<file path="src/rtl/imem_shift_buffer.sv">
// ----------------------------------------------------------------------------
// imem_shift_buffer
//
// Instruction memory that sits between the instruction loader (write side) and
// the fetch stage (read side). The loader writes words in one of two ways:
// it can shift them in at entry 0, pushing older words toward the top, or it
// can write them directly to an addressed entry. The memory tracks which
// entries are valid, counts them and flags when every entry is full. The
// fetch stage gets a registered read port, and each read result says whether
// the addressed entry was valid.
//
// Parameters
//   WIDTH   data word width
//   DEPTH   number of entries (2 .. 2**ADDR_W)
//   ADDR_W  address width
//   CNT_W   occupancy counter width, must be able to hold DEPTH
//
// Ports
//   clk       clock, rising edge
//   rst       asynchronous active-high reset
//   wr_valid  write request
//   wr_ready  write may be accepted (~rst & ~lock), combinational
//   wr_mode   0 = shift-insert at entry 0, 1 = direct write at wr_addr
//   wr_addr   direct-write target
//   wr_data   write word
//   lock      blocks all writes while high; reads continue
//   clear     synchronous clear of entries, valid bits and count
//   rd_en     read request
//   rd_addr   read address
//   rd_data   registered read data (holds when no read is issued)
//   rd_valid  rd_data answers the request made on the previous cycle
//   rd_hit    addressed entry held valid data
//   count     number of valid entries
//   full      count == DEPTH
// ----------------------------------------------------------------------------
module imem_shift_buffer #(
  parameter int WIDTH  = 16,
  parameter int DEPTH  = 64,
  parameter int ADDR_W = 6,
  parameter int CNT_W  = 7
) (
  input  logic              clk,
  input  logic              rst,
  input  logic              wr_valid,
  output logic              wr_ready,
  input  logic              wr_mode,
  input  logic [ADDR_W-1:0] wr_addr,
  input  logic [WIDTH-1:0]  wr_data,
  input  logic              lock,
  input  logic              clear,
  input  logic              rd_en,
  input  logic [ADDR_W-1:0] rd_addr,
  output logic [WIDTH-1:0]  rd_data,
  output logic              rd_valid,
  output logic              rd_hit,
  output logic [CNT_W-1:0]  count,
  output logic              full
);

  // The depth is compared against a zero-extended address. That keeps the
  // range check correct when DEPTH == 2**ADDR_W.
  localparam logic [ADDR_W:0]  DEPTH_A = (ADDR_W + 1)'(DEPTH);
  localparam logic [CNT_W-1:0] DEPTH_C = CNT_W'(DEPTH);

  logic [WIDTH-1:0] mem [DEPTH];
  logic [DEPTH-1:0] valid_q;
  logic [CNT_W-1:0] count_q;
  logic [CNT_W-1:0] count_d;
  logic             full_q;

  logic             wr_fire;
  logic             wr_in_range;
  logic             rd_in_range;
  logic             count_inc;

  // ---------------------------------------------------------------------------
  // Write handshake and address qualification
  // ---------------------------------------------------------------------------
  assign wr_ready    = ~rst & ~lock;
  assign wr_fire     = wr_valid & wr_ready;
  assign wr_in_range = ({1'b0, wr_addr} < DEPTH_A);
  assign rd_in_range = ({1'b0, rd_addr} < DEPTH_A);

  // ---------------------------------------------------------------------------
  // Occupancy is updated incrementally instead of recounting every bit.
  // In shift mode, a valid top entry falls off the end as the new word comes
  // in at entry 0, so the count stays the same. For that reason the count can
  // never grow past DEPTH.
  // ---------------------------------------------------------------------------
  always_comb begin
    count_inc = 1'b0;
    if (wr_fire) begin
      if (!wr_mode) begin
        count_inc = ~valid_q[DEPTH-1];
      end else if (wr_in_range) begin
        count_inc = ~valid_q[wr_addr];
      end
    end
  end

  always_comb begin
    count_d = count_q;
    if (clear) begin
      count_d = '0;
    end else begin
      count_d = count_q + CNT_W'(count_inc);
    end
  end

  // ---------------------------------------------------------------------------
  // Storage and valid bits. clear wins over a write on the same edge.
  // ---------------------------------------------------------------------------
  always_ff @(posedge clk or posedge rst) begin
    if (rst) begin
      for (int i = 0; i < DEPTH; i++) begin
        mem[i] <= '0;
      end
      valid_q <= '0;
    end else if (clear) begin
      for (int i = 0; i < DEPTH; i++) begin
        mem[i] <= '0;
      end
      valid_q <= '0;
    end else if (wr_fire) begin
      if (!wr_mode) begin
        for (int i = DEPTH - 1; i > 0; i--) begin
          mem[i] <= mem[i-1];
        end
        mem[0]  <= wr_data;
        valid_q <= {valid_q[DEPTH-2:0], 1'b1};
      end else if (wr_in_range) begin
        mem[wr_addr]     <= wr_data;
        valid_q[wr_addr] <= 1'b1;
      end
    end
  end

  // ---------------------------------------------------------------------------
  // Count and full flag. Both registers are updated together, so full never
  // lags count by a cycle.
  // ---------------------------------------------------------------------------
  always_ff @(posedge clk or posedge rst) begin
    if (rst) begin
      count_q <= '0;
      full_q  <= 1'b0;
    end else begin
      count_q <= count_d;
      full_q  <= (count_d == DEPTH_C);
    end
  end

  assign count = count_q;
  assign full  = full_q;

  // ---------------------------------------------------------------------------
  // Registered read port. It samples mem and valid_q before this edge's write
  // or clear takes effect, so a read on the same edge as a write returns the
  // old contents.
  // ---------------------------------------------------------------------------
  always_ff @(posedge clk or posedge rst) begin
    if (rst) begin
      rd_data  <= '0;
      rd_valid <= 1'b0;
      rd_hit   <= 1'b0;
    end else begin
      rd_valid <= rd_en;
      if (rd_en) begin
        if (rd_in_range) begin
          rd_data <= mem[rd_addr];
          rd_hit  <= valid_q[rd_addr];
        end else begin
          rd_data <= '0;
          rd_hit  <= 1'b0;
        end
      end else begin
        rd_hit <= 1'b0;
      end
    end
  end

endmodule

</file>
<file path="config.mk">
export PLATFORM = sky130hd
export DESIGN_NAME = imem_shift_buffer
export DESIGN_NICKNAME = d
export VERILOG_FILES = /design/src/rtl/imem_shift_buffer.sv
export SDC_FILE = /design/constraint.sdc
export NUM_CORES = 2
export LEC_CHECK = 0
export CORE_ASPECT_RATIO = 0.5
export CORE_MARGIN = 3
export CORE_UTILIZATION = 45
export CTS_BUF_LIST = sky130_fd_sc_hd__clkbuf_2
export DETAILED_ROUTE_END_ITERATION = 16
export HOLD_SLACK_MARGIN = 0.02
export PLACE_DENSITY = 0.61
export SYNTH_ARGS = -nofsm -noshare
export SYNTH_HDL_FRONTEND = slang
export SYNTH_SLANG_ARGS = --single-unit
</file>
<file path="constraint.sdc">
create_clock -name clk -period 44.9 [get_ports clk]
set_input_delay 6.735 -clock clk [delete_from_list [all_inputs] [get_ports clk]]
set_output_delay 6.735 -clock clk [all_outputs]
set_load 0.01 [all_outputs]
</file>
* Word-level counts from Yosys, hierarchy flattened *
Index checks and enable logic that the tools add are counted.

operators by class
  add/sub/neg operators = 1
  bitwise logic cells = 9
  divide/modulo/power cells = 0
  mux-type cells = 22
  $lt $le $gt $ge = 6
  equality and inequality tests = 1
  reductions and logical operators = 3
  multiply operators = 0
  shift operators = 0

operators by type and width
  cell                                                                number
  two-way mux 1024 bit                                                3
  bitwise mux 1024 bit                                                1
  two-way mux 64 bit                                                  3
  binary-select mux 16 bit (select 6 bit)                             1
  demux 16 bit (select 6 bit)                                         1
  bitwise OR 64 bit                                                   1
  two-way mux 16 bit                                                  3
  greater-or-equal comparator 7 bit (second input constant)           2
  < comparator 6 x 7 -> 1 bit (second input constant)                 2
  inverter 6 -> 7 bit                                                 2
  binary-select mux 1 bit (select 6 bit)                              2
  adder 7 x 1 -> 7 bit                                                1
  equality test 7 bit (second input constant)                         1
  < comparator 7 x 1 -> 1 bit (second input constant)                 1
  two-way mux 7 bit                                                   1
  demux 1 bit (select 6 bit)                                          1
  greater-or-equal comparator 6 x 1 -> 1 bit (second input constant)  1
  two-way mux 1 bit                                                   6
  inverter 1 bit                                                      4
  AND 1 bit                                                           2
  logical AND 1 bit                                                   2
  nonzero test 2 bit                                                  1

word-level totals
  RAM bits = 0
  memories = 0
  output and inout port bits = 27
  ROM bits = 0
  latch bits = 0
  logic and storage cells = 112
  bits in registers = 1114

* Logic depth before layout (Yosys ltp) *
  depth after elaboration = 9
  depth in mapped cells = 15
  depth with buffers taken out = 12

* Least setup slack after synthesis *
No wires, ideal clock.

  path type = input to output
  from = input port rst
  to = output port wr_ready
  arrival = 6.904 ns
  required time = 38.165 ns
  cell stages on the path = 1
  slack = 31.261 ns
  cell sequence = nor2_1

on the way
  cells in the longest elaborated chain, start to end = 2

RTL lines
  item                RTL line  RTL
  start: declaration  43        input logic rst,
  inverter 1 bit      79        assign wr_ready = ~rst & ~lock;
  AND 1 bit           79
  end: declaration    45        output logic wr_ready,

No other way between the ends.

* Worst setup path after layout *
Ends and elaborated chain as after synthesis.

==> metrics <==
Antenna Nets Post-Route=0; unrepaired setup endpoints after global routing=false; Hold WC Path Type=flip-flop to flip-flop; global routing's busiest layer=met1; DRT Pass-1 Iters=8; ys flop type=dfrtp_1; CTS Buf Count=roughly 280; Clock Sinks=1,114; Setup CP Type=input pin to output pin; Post-CTS Resized=0; CTS max path bufs=4; largest net degree at the start of global routing=241; worst skew pair latency=approximately 1.8 ns; drt total wl=about 220,000 microns; Setup crit end kind=output pin; Fin Setup TNS=0 ns; startpoint types=input pin; Clk pin slew, worst setup/hold paths=~0.11 ns; drt wl/cell=~32 microns; commonest non-fill, non-tap cell in the layout=dfrtp_1; die width=504.1 microns; initial core utilization=0.4581; GRT Total Usage=0.3404; row count=90; Avg Inst Size Synth=between 10 and 15 sq um; syn nets=about 5,400; core area=~0.12 sq mm; YS warnings=0; die area=roughly 0.13 sq mm; via count=roughly 49,000; met1 GRT Util=0.4820; drt drc=0; Worst VDD drop=0.00002570 V; Worst Max-Slew Pin Slew=between 1 and 1.5 ns; EDFF count, synth=0; Fmax achieved=a little under 0.07 GHz; hold path cells=2; gp weighted congestion=between 0.9 and 1; initial antenna violation count=15; status=finished clean; Final Max Tran Viols=0; Final Hold Fails=0; gr ovfl total=0; 1st-iter DRT viols=7,319; I/O Buffers=61; post-synth top area cell=dfrtp_1; final-stage net count=5,257; Syn Std Cell Area=0.05581 sq mm; met2 Usage GRT=0.4749; Chip Height=between 200 and 300 microns; met3 usage=0.1136; post-CTS repair timing setup buffer count=0; Period minus WS final=between 10 and 15 ns; asr flop ratio synth=1.000; first-pass GRT wire length=around 320,000 microns; endpoints failing setup=0; CTS hold repair buffers=0; PwrDens=between 30 and 40 mW/mm^2; number of max-cap violations=0; Synth Register Bits=1,114; max_slew headroom=0.09014; final core utilization=0.4877; Root Driver=clkbuf_2; Critical Path RT=~38 ns; top-area cell type share of the netlist area=0.4995; Synth Instances=~5,300; Final Skew=0.1369 ns; most frequent cells in the layout=1,114 x dfrtp_1, 1,027 x a21oi_1, 708 x o2bb2ai_1; Post-DP HPWL=138,100 microns; Netlist cell types=51; Pleak=approximately 24 nW; Top Ports=62; CTS tree=built; share of cells above drive strength 1=0.1575; H-tree depth=5; post-synthesis sequential area ratio=0.4995; vias in the first global route=between 40,000 and 50,000; synth top area cells=dfrtp_1 50%, o2bb2ai_1 11%, mux4_2 9.4%; fin crit share=0.3293; Layout area overhead=6.479%; Worst Path Arrival=approximately 8.1 ns; crit-path max FO=3; Vias/cell=between 6 and 7; R2R depth=12
final cells by class:
cell class / count / area, sq um
clock inverter: 49 / 215.2
clock buffer: 395 / 1977
multi-input combinational: 3633 / 25730
antenna: 12 / 30.03
tap: 1656 / 2072
inverter: 24 / 105.1
fill: 11310 / 62410
sequential: 1114 / 27880
timing repair buffer: 163 / 1421
Yosys cell counts, types with 22 or more instances:
master     instances
nor2b_1           57
o21ai_1          242
nand2_1          434
nor4_1            34
nand3_1           46
a22oi_1           83
o21ai_0          204
mux2_2            35
a22o_1            63
nor3_1            66
mux4_2           232
mux2i_1           22
clkbuf_1         402
a211oi_1          68
nor2_1           174
dfrtp_1         1114
o2bb2ai_1        708
buf_2            122
buf_1             22
a21oi_1         1027
inv_1             23
per-layer routing:
| layer | vias up | part of all wire |
|---|---|---|
| met3 | 539 | 0.13 |
| met5 | - | 0.00017 |
| li1 | 20080 | - |
| met4 | 6 | 0.044 |
| met2 | 3380 | 0.42 |
| met1 | 24880 | 0.41 |
flip-flops by register name, indices dropped and copies added (netlist names):
register / count
mem: 1024
valid_q: 64
rd_data: 16
count: 7
full: 1
rd_hit: 1
rd_valid: 1
power by group:
part	leakage [nW]	internal (W)	switching, W
Clock	1.76	0.000237	0.000445
Combinational	6.90	0.0000629	0.000186
Sequential	15.4	0.00102	0.0000206
Total	24.1	0.00132	0.000652
per-stage QoR:
stage | total power [W] | hold WS, ns | std cells | cell area (sq um) | worst slack [ns]
2_1_floorplan | 0.001205 | 0.4448 | 5329 | 55810 | 6.797
3_3_place_gp | 0.001299 | 0.4581 | 6590 | 57210 | 30.00
3_5_place_dp | 0.001302 | 0.4684 | 6590 | 57210 | 30.11
4_1_cts | 0.001970 | 0.4931 | 7034 | 59400 | 30.11
5_1_grt | 0.002044 | 0.5062 | 7040 | 59410 | 30.10
6_report | 0.001973 | 0.4908 | 7046 | 59430 | 30.11
worst paths after layout:
kind	start	endpoint	slack, ns
worst min-delay path	mem[12]	mem[12]	0.49
min in group asynchronous	rst	valid_q[0]	5.62
worst max register to register	valid_q[0]	full	41.01
max in group asynchronous	rst	mem[219]	35.98
worst min register to register	mem[12]	mem[12]	0.49
worst max-delay path	rst	wr_ready	30.11
worst max-delay path, stage by stage:
cell and delay, ns:
clkdlybuf4s50_1 0.56, nor2_1 0.19, clkdlybuf4s50_1 0.56
logic make-up after synthesis:
group                      Yosys count  synth area share
AOI/OAI and AO/OA                 2457            0.2821
DFF                               1114            0.4995
and+or+nand+nor                    880           0.06990
buffers and inverters              582           0.04268
muxes                              289            0.1046
xor gates and xnor gates             5         0.0007846
adders and majority gates            2         0.0004483
No activity file was read; power rests on OpenSTA's default activity.
